[src/rtl/universal_shift_reg.sv]
// universal_shift_reg: parametrised bidirectional shift/rotate register with parallel load and frame counter
//   i_clk        rising-edge clock
//   i_reset      asynchronous active-low reset
//   i_en         clock enable; all state holds when low
//   i_mode       00 hold, 01 shift right, 10 shift left, 11 parallel load
//   i_rotate     feed the outgoing bit back instead of i_sin
//   i_sin        serial data in
//   i_pin        parallel load data
//   o_q          register contents
//   o_sout       bit the next shift will drop (combinational)
//   o_shift_cnt  shifts completed in the current frame
//   o_frame_done one-cycle pulse after the WIDTH-th shift of a frame
module universal_shift_reg #(
    parameter int               WIDTH     = 8,
    parameter logic [WIDTH-1:0] RESET_VAL = '0,
    parameter int               CW        = $clog2(WIDTH)
) (
    input  logic             i_clk,
    input  logic             i_reset,
    input  logic             i_en,
    input  logic [1:0]       i_mode,
    input  logic             i_rotate,
    input  logic             i_sin,
    input  logic [WIDTH-1:0] i_pin,
    output logic [WIDTH-1:0] o_q,
    output logic             o_sout,
    output logic [CW-1:0]    o_shift_cnt,
    output logic             o_frame_done
);
    logic [WIDTH-1:0] r_q;
    logic [CW-1:0]    r_cnt;
    logic             r_done;
    logic             w_shift;
    logic             w_load;
    logic             w_last;
    logic             w_in_bit;
    logic [WIDTH-1:0] w_q_next;
    logic [CW-1:0]    w_cnt_next;

    assign o_sout   = (i_mode == 2'b10) ? r_q[WIDTH-1] : r_q[0];
    assign w_shift  = i_en && (i_mode == 2'b01 || i_mode == 2'b10);
    assign w_load   = i_en && (i_mode == 2'b11);
    assign w_last   = r_cnt == CW'(WIDTH - 1);
    // the dropped bit is exactly o_sout in either shift direction
    assign w_in_bit = i_rotate ? o_sout : i_sin;

    always_comb begin
        w_q_next   = !i_en              ? r_q :
                     i_mode == 2'b01    ? {w_in_bit, r_q[WIDTH-1:1]} :
                     i_mode == 2'b10    ? {r_q[WIDTH-2:0], w_in_bit} :
                     i_mode == 2'b11    ? i_pin : r_q;
        w_cnt_next = w_load  ? '0 :
                     w_shift ? (w_last ? '0 : r_cnt + 1'b1) : r_cnt;
    end

    always_ff @(posedge i_clk or negedge i_reset) begin
        if (!i_reset) begin
            r_q    <= RESET_VAL;
            r_cnt  <= '0;
            r_done <= 1'b0;
        end else begin
            r_q    <= w_q_next;
            r_cnt  <= w_cnt_next;
            r_done <= w_shift && w_last;
        end
    end

    assign o_q          = r_q;
    assign o_shift_cnt  = r_cnt;
    assign o_frame_done = r_done;
endmodule

[config.mk]
export PLATFORM = sky130hd
export DESIGN_NAME = universal_shift_reg
export DESIGN_NICKNAME = d
export VERILOG_FILES = /design/src/rtl/universal_shift_reg.sv
export SDC_FILE = /design/constraint.sdc
export NUM_CORES = 1
export LEC_CHECK = 0
export ABC_AREA = 1
export CAP_MARGIN = 20
export CORE_ASPECT_RATIO = 0.75
export CORE_MARGIN = 2
export CORE_UTILIZATION = 35
export DETAILED_ROUTE_END_ITERATION = 16
export SETUP_SLACK_MARGIN = 0.02
export SLEW_MARGIN = 15
export SYNTH_ARGS = -nofsm -noshare
export SYNTH_HDL_FRONTEND = slang
export SYNTH_SLANG_ARGS = --single-unit
[constraint.sdc]
create_clock -name i_clk -period 1.35 [get_ports i_clk]
set_input_delay 0.135 -clock i_clk [delete_from_list [all_inputs] [get_ports i_clk]]
set_output_delay 0.135 -clock i_clk [all_outputs]
set_load 0.02 [all_outputs]
==> flow_summary.toml, run 1 <==
[clock_tree]
cts_buffers = 3
cts_htree_levels = 1
cts_tree = "built"
cts_sinks = 12
postCtsSetupRepairBufs = 0
cts_hold_repair.buffers = 0
clockRootBuffer = "clkbuf_4"
cts_buffer_depth = 2
clk_latency_ps = 280
clk_pin_slew_ps = 80

[synth]
ys_warn_count = 0
synth_cell_type_count = 19
synth_fa_ha_area_share_pct = 9.36
synth_edf_count = 0
synth-seq-cells = 12
yosys.area_share.simple_pct = 32.8
synth_top_family_by_area = "simple AND/OR/NAND/NOR gates"
yosys-top-cells-count = "nand2_1, dfrtp_1, inv_1, nor2_1"
synth.yosys.seq_area_share_pct = 37.4
async_flop_share_pct = 100
yosysTopAreaCell = "dfrtp_1"
synth-main-ff-cell = "dfrtp_1"
muxShareOfSynthArea_pct = 0
avgSynthCellArea_um2 = 7.79
synth_nets = 124
yosysTopAreaCellShare_pct = 37.4
netlist_area_um2 = 802
synth_area_leaders = "dfrtp_1, nand2_1, ha_1"
netlist_instances = 103
yosysMostFrequentCell = "nand2_1"
synth_xor_xnor_area_share_pct = 0
synth_compound_area_share_pct = 9.83

[power]
p_comb_share_pct = 38.3
p_seq_share_pct = 38.0
power_density_nw_per_um2 = 1030
total_power_mw = 1.26
clkPwrFrac_pct = 23.7
swShare_pct = 36.4
p_int_mw = 0.802
netSwitchingPower_mw = 0.460
ir_drop_uv = 636
leakagePower_nw = 0.653

[setup_path]
worstPathArrival_ps = 1050
worst-path-buf-inv = 1
path_class = "reg2out"
worstPathMaxFanout = 4
path_cells = "dlygate4sd2_1"
critPathTopFamily = "flip-flops"
cp_data_required_time_ps = 1220
start_kind = "register"
cp-end-kind = "output port"
cpPeakStageDelay_ps = 420
slowest_stage = "dfrtp_1"

[grt]
grtUsageTotal_pct = 16.4
antenna_found_initial = 0
grt_max_degree = 14
grt_pass1_wl_um = 3260
gr-total-overflow = 0
first_global_vias = 743

[placed_design]
pre_cts_ws_ps = -544
gp_congestion = 0.796
portBuffers = 27
hpwl_um = 1500

[detailed_routing]
avgViaCountPerCell = 4.76
detail_route.wl_per_cell_um = 12.0
via_count = 800
routed_wl_um = 2020
drtIter0Drc = 27
first_pass_iters = 4
route.detailed.drc = 0
ant_nets = 0

[status]
status = "complete, no violations"

[flow_run]
max_cap_viol_count = 0

[floorplanning]
core_um2 = 2080
rows = 14
die_h_um = 45.5
die-area_um2 = 2690
start_util_pct = 38.5
fp.dieW_um = 59.3
io_pins = 28

[timing]
slew-limit-headroom_pct = 84.7
hold_viol = 0
max_freq_mhz = 843
timing.final.crit_share_pct = 87.9
period_needed_ps = 1190
setup_tns_ps = 0
setup_slack_ps = 163
rsz0062_at_grt = "false"
final-max-slew-violation-count = 0
holdWs_ps = 149
tightest_slew_ps = 231
finalSetupViolCount = 0
fin_skew_ps = 1.67

[finish]
nets = 166
area_growth_pct = 52.3
n_antenna_cell = 0
n_fill_cell = 193
drive_gt1_share_pct = 24.3

[hold_path]
min_path_type = "in2async"
-- power by group through the flow --
stage	clock [mW]	sequential (mW)	combinational, mW
after global placement	0	0.488	0.514
after global routing	0.317	0.491	0.540
final	0.299	0.480	0.483
after floorplan	0	0.559	0.191
after CTS	0.305	0.481	0.476
after detailed placement	0	0.491	0.519
-- state kept, by name, summed over array words and instances, names as in the netlist --
register	count
o_frame_done	1
o_shift_cnt	3
o_q	8
-- cell usage in the layout (no fill, tap or decap), drive strengths merged --
cell type	n
a21oi	4
buf	13
clkbuf	4
clkdlybuf4s50	12
dfrtp	12
dlygate4sd2	12
dlymetal6s2s	2
ha	6
inv	14
nand2	35
nand3	10
nor2	9
o21ai	6
o22ai	4
or2	1
-- worst register-to-register path: stages, from the launching register on --
cell and delay [ps]:
dfrtp_1 400, ha_1 210, ha_1 170, inv_1 60
nand2_1 50, o22ai_1 170
-- metrics by stage --
stage / std cells / utilization (%) / area (um2)
after floorplan: 103 / - / 802
after global placement: 164 / 56.1 / 1170
after detailed placement: 164 / 56.1 / 1170
after CTS: 168 / 57.5 / 1200
after global routing: 168 / 58.6 / 1220
final: 168 / 58.6 / 1220
-- path summary, 6_finish.rpt --
check / from / to / slack (ps) / depth (start not counted)
setup / recovery: o_q[7] / o_q[7] / 160 / 1
hold / removal: i_reset / o_q[4] / 150 / 2
setup reg to reg: o_shift_cnt[0] / o_shift_cnt[0] / 220 / 5
hold reg to reg: o_q[4] / o_q[4] / 540 / 2
max in group asynchronous: i_reset / o_q[1] / 1040 / 2
min in group i_clk: i_pin[6] / o_q[6] / 510 / 5
-- cells by family after synthesis --
kind of cell	count (synthesis)
DFF	12
AOI/OAI and AO/OA	14
and+or+nand+nor	55
adders and majority gates	6
buffers and inverters	16
-- metal layers --
layer | wire length, um | vias up | GRT usage [%]
met1 | 992 | 368 | 22.4
met5 | 0 | - | 0
met2 | 917 | 20 | 26.4
li1 | - | 410 | -
met4 | 12 | 0 | 2.73
met3 | 94 | 2 | 4.55
-- area by class of cell --
| class | count | area (um2) | area share, % |
|---|---|---|---|
| Multi-Input combinational cell | 75 | 442 | 36.2 |
| Inverter | 14 | 65.1 | 5.33 |
| Tap cell | 24 | 30.0 | 2.46 |
| Clock buffer | 4 | 36.3 | 2.97 |
| Timing Repair Buffer | 39 | 348 | 28.5 |
| Sequential cell | 12 | 300 | 24.6 |
-- repair_timing --
| action | 4_1_cts | 5_1_grt |
|---|---|---|
| pin swaps | 1 | 2 |
| resized for setup | 18 | 9 |
| gates cloned | 0 | 0 |
| setup endpoints to repair | 14 | 12 |
No activity file was read; power rests on OpenSTA's default activity.
==> inputs of run 2 (changes only) <==
--- a/config.mk
+++ b/config.mk
@@ -11,6 +11,7 @@
 export CORE_MARGIN = 2
 export CORE_UTILIZATION = 35
 export DETAILED_ROUTE_END_ITERATION = 16
+export DONT_BUFFER_PORTS = 1
 export SETUP_SLACK_MARGIN = 0.02
 export SLEW_MARGIN = 15
 export SYNTH_ARGS = -nofsm -noshare
==> run 2 against run 1 <==
Cell count down 21%. Routed wire length is 12% lower. Flip-flop and latch count is the same. Via count down 17%. Clock power fell by 27%. Combinational power is 41% lower. Setup slack got worse by 35 ps. Hold slack got worse by 140 ps. Fmax is 2.8% lower. Critical path depth up 1. Clock-buffer cell count is 1 lower. First-iteration DRC count down 44%. Critical endpoint is now o_sout. Largest power group is now sequential cells. Highest routed layer unchanged.
==> flow_summary.toml, run 2 (synthesis results as in run 1) <==
[power]
leakagePower_nw = 0.452
power_density_nw_per_um2 = 1210
ir_drop_uv = 437

[status]
status = "complete, no violations"

[flow_run]
max_cap_viol_count = 0

[timing]
slew-limit-headroom_pct = 62.2
timing.final.crit_share_pct = 90.5
setup_tns_ps = 0
finalSetupViolCount = 0
period_needed_ps = 1220
max_freq_mhz = 819
final-max-slew-violation-count = 0
tightest_slew_ps = 565
hold_viol = 0
fin_skew_ps = 6.73
rsz0062_at_grt = "false"

[setup_path]
reg2reg_from = "o_shift_cnt[1]"
worstPathMaxFanout = 4
worst-path-buf-inv = 0
critPathTopFamily = "flip-flops"
crit_cells = 2
cpPeakStageDelay_ps = 520
start_kind = "register"
path_cells = "nand2_2, nand2_1"
cp_data_required_time_ps = 1220
crit_start = "o_q[7]"
r2r_end = "o_shift_cnt[2]"
cp-end-kind = "output port"
r2r_cells = 4
worstPathArrival_ps = 1090
slowest_stage = "dfrtp_1"
crit_end = "o_sout"
path_class = "reg2out"
rrSetupSlack_ps = 210

[finish]
area_growth_pct = 7.80
n_antenna_cell = 0
stdcell_count = 132
drive_gt1_share_pct = 17.6
nets = 131
final_cell_mix = "nand2_1, dfrtp_1, inv_1, nor2_1"
largest_reg_flops = 8
final_common_cell = "nand2_1"

[placed_design]
gp_congestion = 0.796
place_inst = 128
hpwl_um = 1380
portBuffers = 0

[clock_tree]
clk_latency_ps = 270
postCtsSetupRepairBufs = 0
clk_pin_slew_ps = 70
cts_htree_levels = 1
cts_sinks = 12
cts_buffer_depth = 2
clockRootBuffer = "clkbuf_4"
cts_tree = "built"
cts_buffers = 3

[floorplanning]
fp.dieW_um = 59.3
die_h_um = 45.5
core_um2 = 2080
rows = 14
start_util_pct = 38.5
io_pins = 28
die-area_um2 = 2690

[grt]
grt_pass1_wl_um = 2780
grtUsageTotal_pct = 14.5
antenna_found_initial = 0
grt_max_degree = 14
first_global_vias = 605
gr-total-overflow = 0

[detailed_routing]
routed_wl_um = 1770
drtIter0Drc = 15
ant_nets = 0
avgViaCountPerCell = 5.05
route.detailed.drc = 0
via_count = 667
detail_route.wl_per_cell_um = 13.4
first_pass_iters = 4

[hold_path]
min_path_type = "in2reg"
hold_depth = 2
## run 2: cell count changes in the layout (fill, tap and decap cells not counted), moves of 2 or more
cell,change
clkdlybuf4s50_1,-12
dlygate4sd2_1,-12
buf_4,-10
dlymetal6s2s_1,-2
ha_1,+2
## run 2: through the flow
stage               setup WS (ps)  hold WS [ps]  power [mW]  instance area, um2  utilization (%)
global placement              282          -160       0.816                 832             39.9
finish                        129          8.82        1.05                 865             41.5
detailed placement            196          -160       0.831                 832             39.9
CTS                           112         0.632        1.06                 865             41.5
floorplan                     173          -161       0.750                 802                -
global route                 85.8          19.1        1.12                 865             41.5
## run 2: power by group
part | internal (mW) | switching (mW)
logic | 0.110 | 0.173
registers | 0.421 | 0.123
clock network | 0.103 | 0.115
## run 2: worst reg2reg max path, cell delays in order (launching register included)
cell,delay (ps)
dfrtp_1,400
ha_1,190
ha_1,270
inv_1,40
o22ai_1,170
## run 2: worst min path at each step
stage | endpoint | start | slack, ps
after global routing | o_frame_done | i_en | 20
after detailed placement | o_q[4] | i_reset | -160
after global placement | o_q[4] | i_reset | -160
final | o_frame_done | i_en | 9
after floorplan | o_frame_done | i_reset | -160
after CTS | o_frame_done | i_en | 0.6
## run 2: area by class of cell
class | count | area, um2
Fill cell | 217 | 1220
Multi-Input combinational cell | 75 | 417
Clock buffer | 3 | 22.5
Inverter | 14 | 62.6
Timing Repair Buffer | 4 | 32.5
Sequential cell | 12 | 300
Tap cell | 24 | 30.0
## run 2: repair_timing
| action | in CTS | in global routing |
|---|---|---|
| endpoints found under the setup margin | 0 | 0 |
| gates resized for setup | 0 | 0 |
| endpoints found under the hold margin | 12 | 0 |
| hold buffers | 1 | 0 |
## run 2: metal layers
layer  share of wire, %  up-vias  global-route usage, %
met1                 44      296                   17.1
met4                1.6        0                   5.45
met3                9.6        4                   8.52
met5                  0        -                      0
met2                 45       27                   22.0
li1                   -      340                      -
==> inputs of run 3 (changes only) <==
--- a/config.mk
+++ b/config.mk
@@ -13,7 +13,6 @@
 export DETAILED_ROUTE_END_ITERATION = 16
 export DONT_BUFFER_PORTS = 1
 export SETUP_SLACK_MARGIN = 0.02
-export SLEW_MARGIN = 15
 export SYNTH_ARGS = -nofsm -noshare
 export SYNTH_HDL_FRONTEND = slang
 export SYNTH_SLANG_ARGS = --single-unit
==> results of run 3 <==
The final DEF is identical to that of run 2; final timing and power are the same.
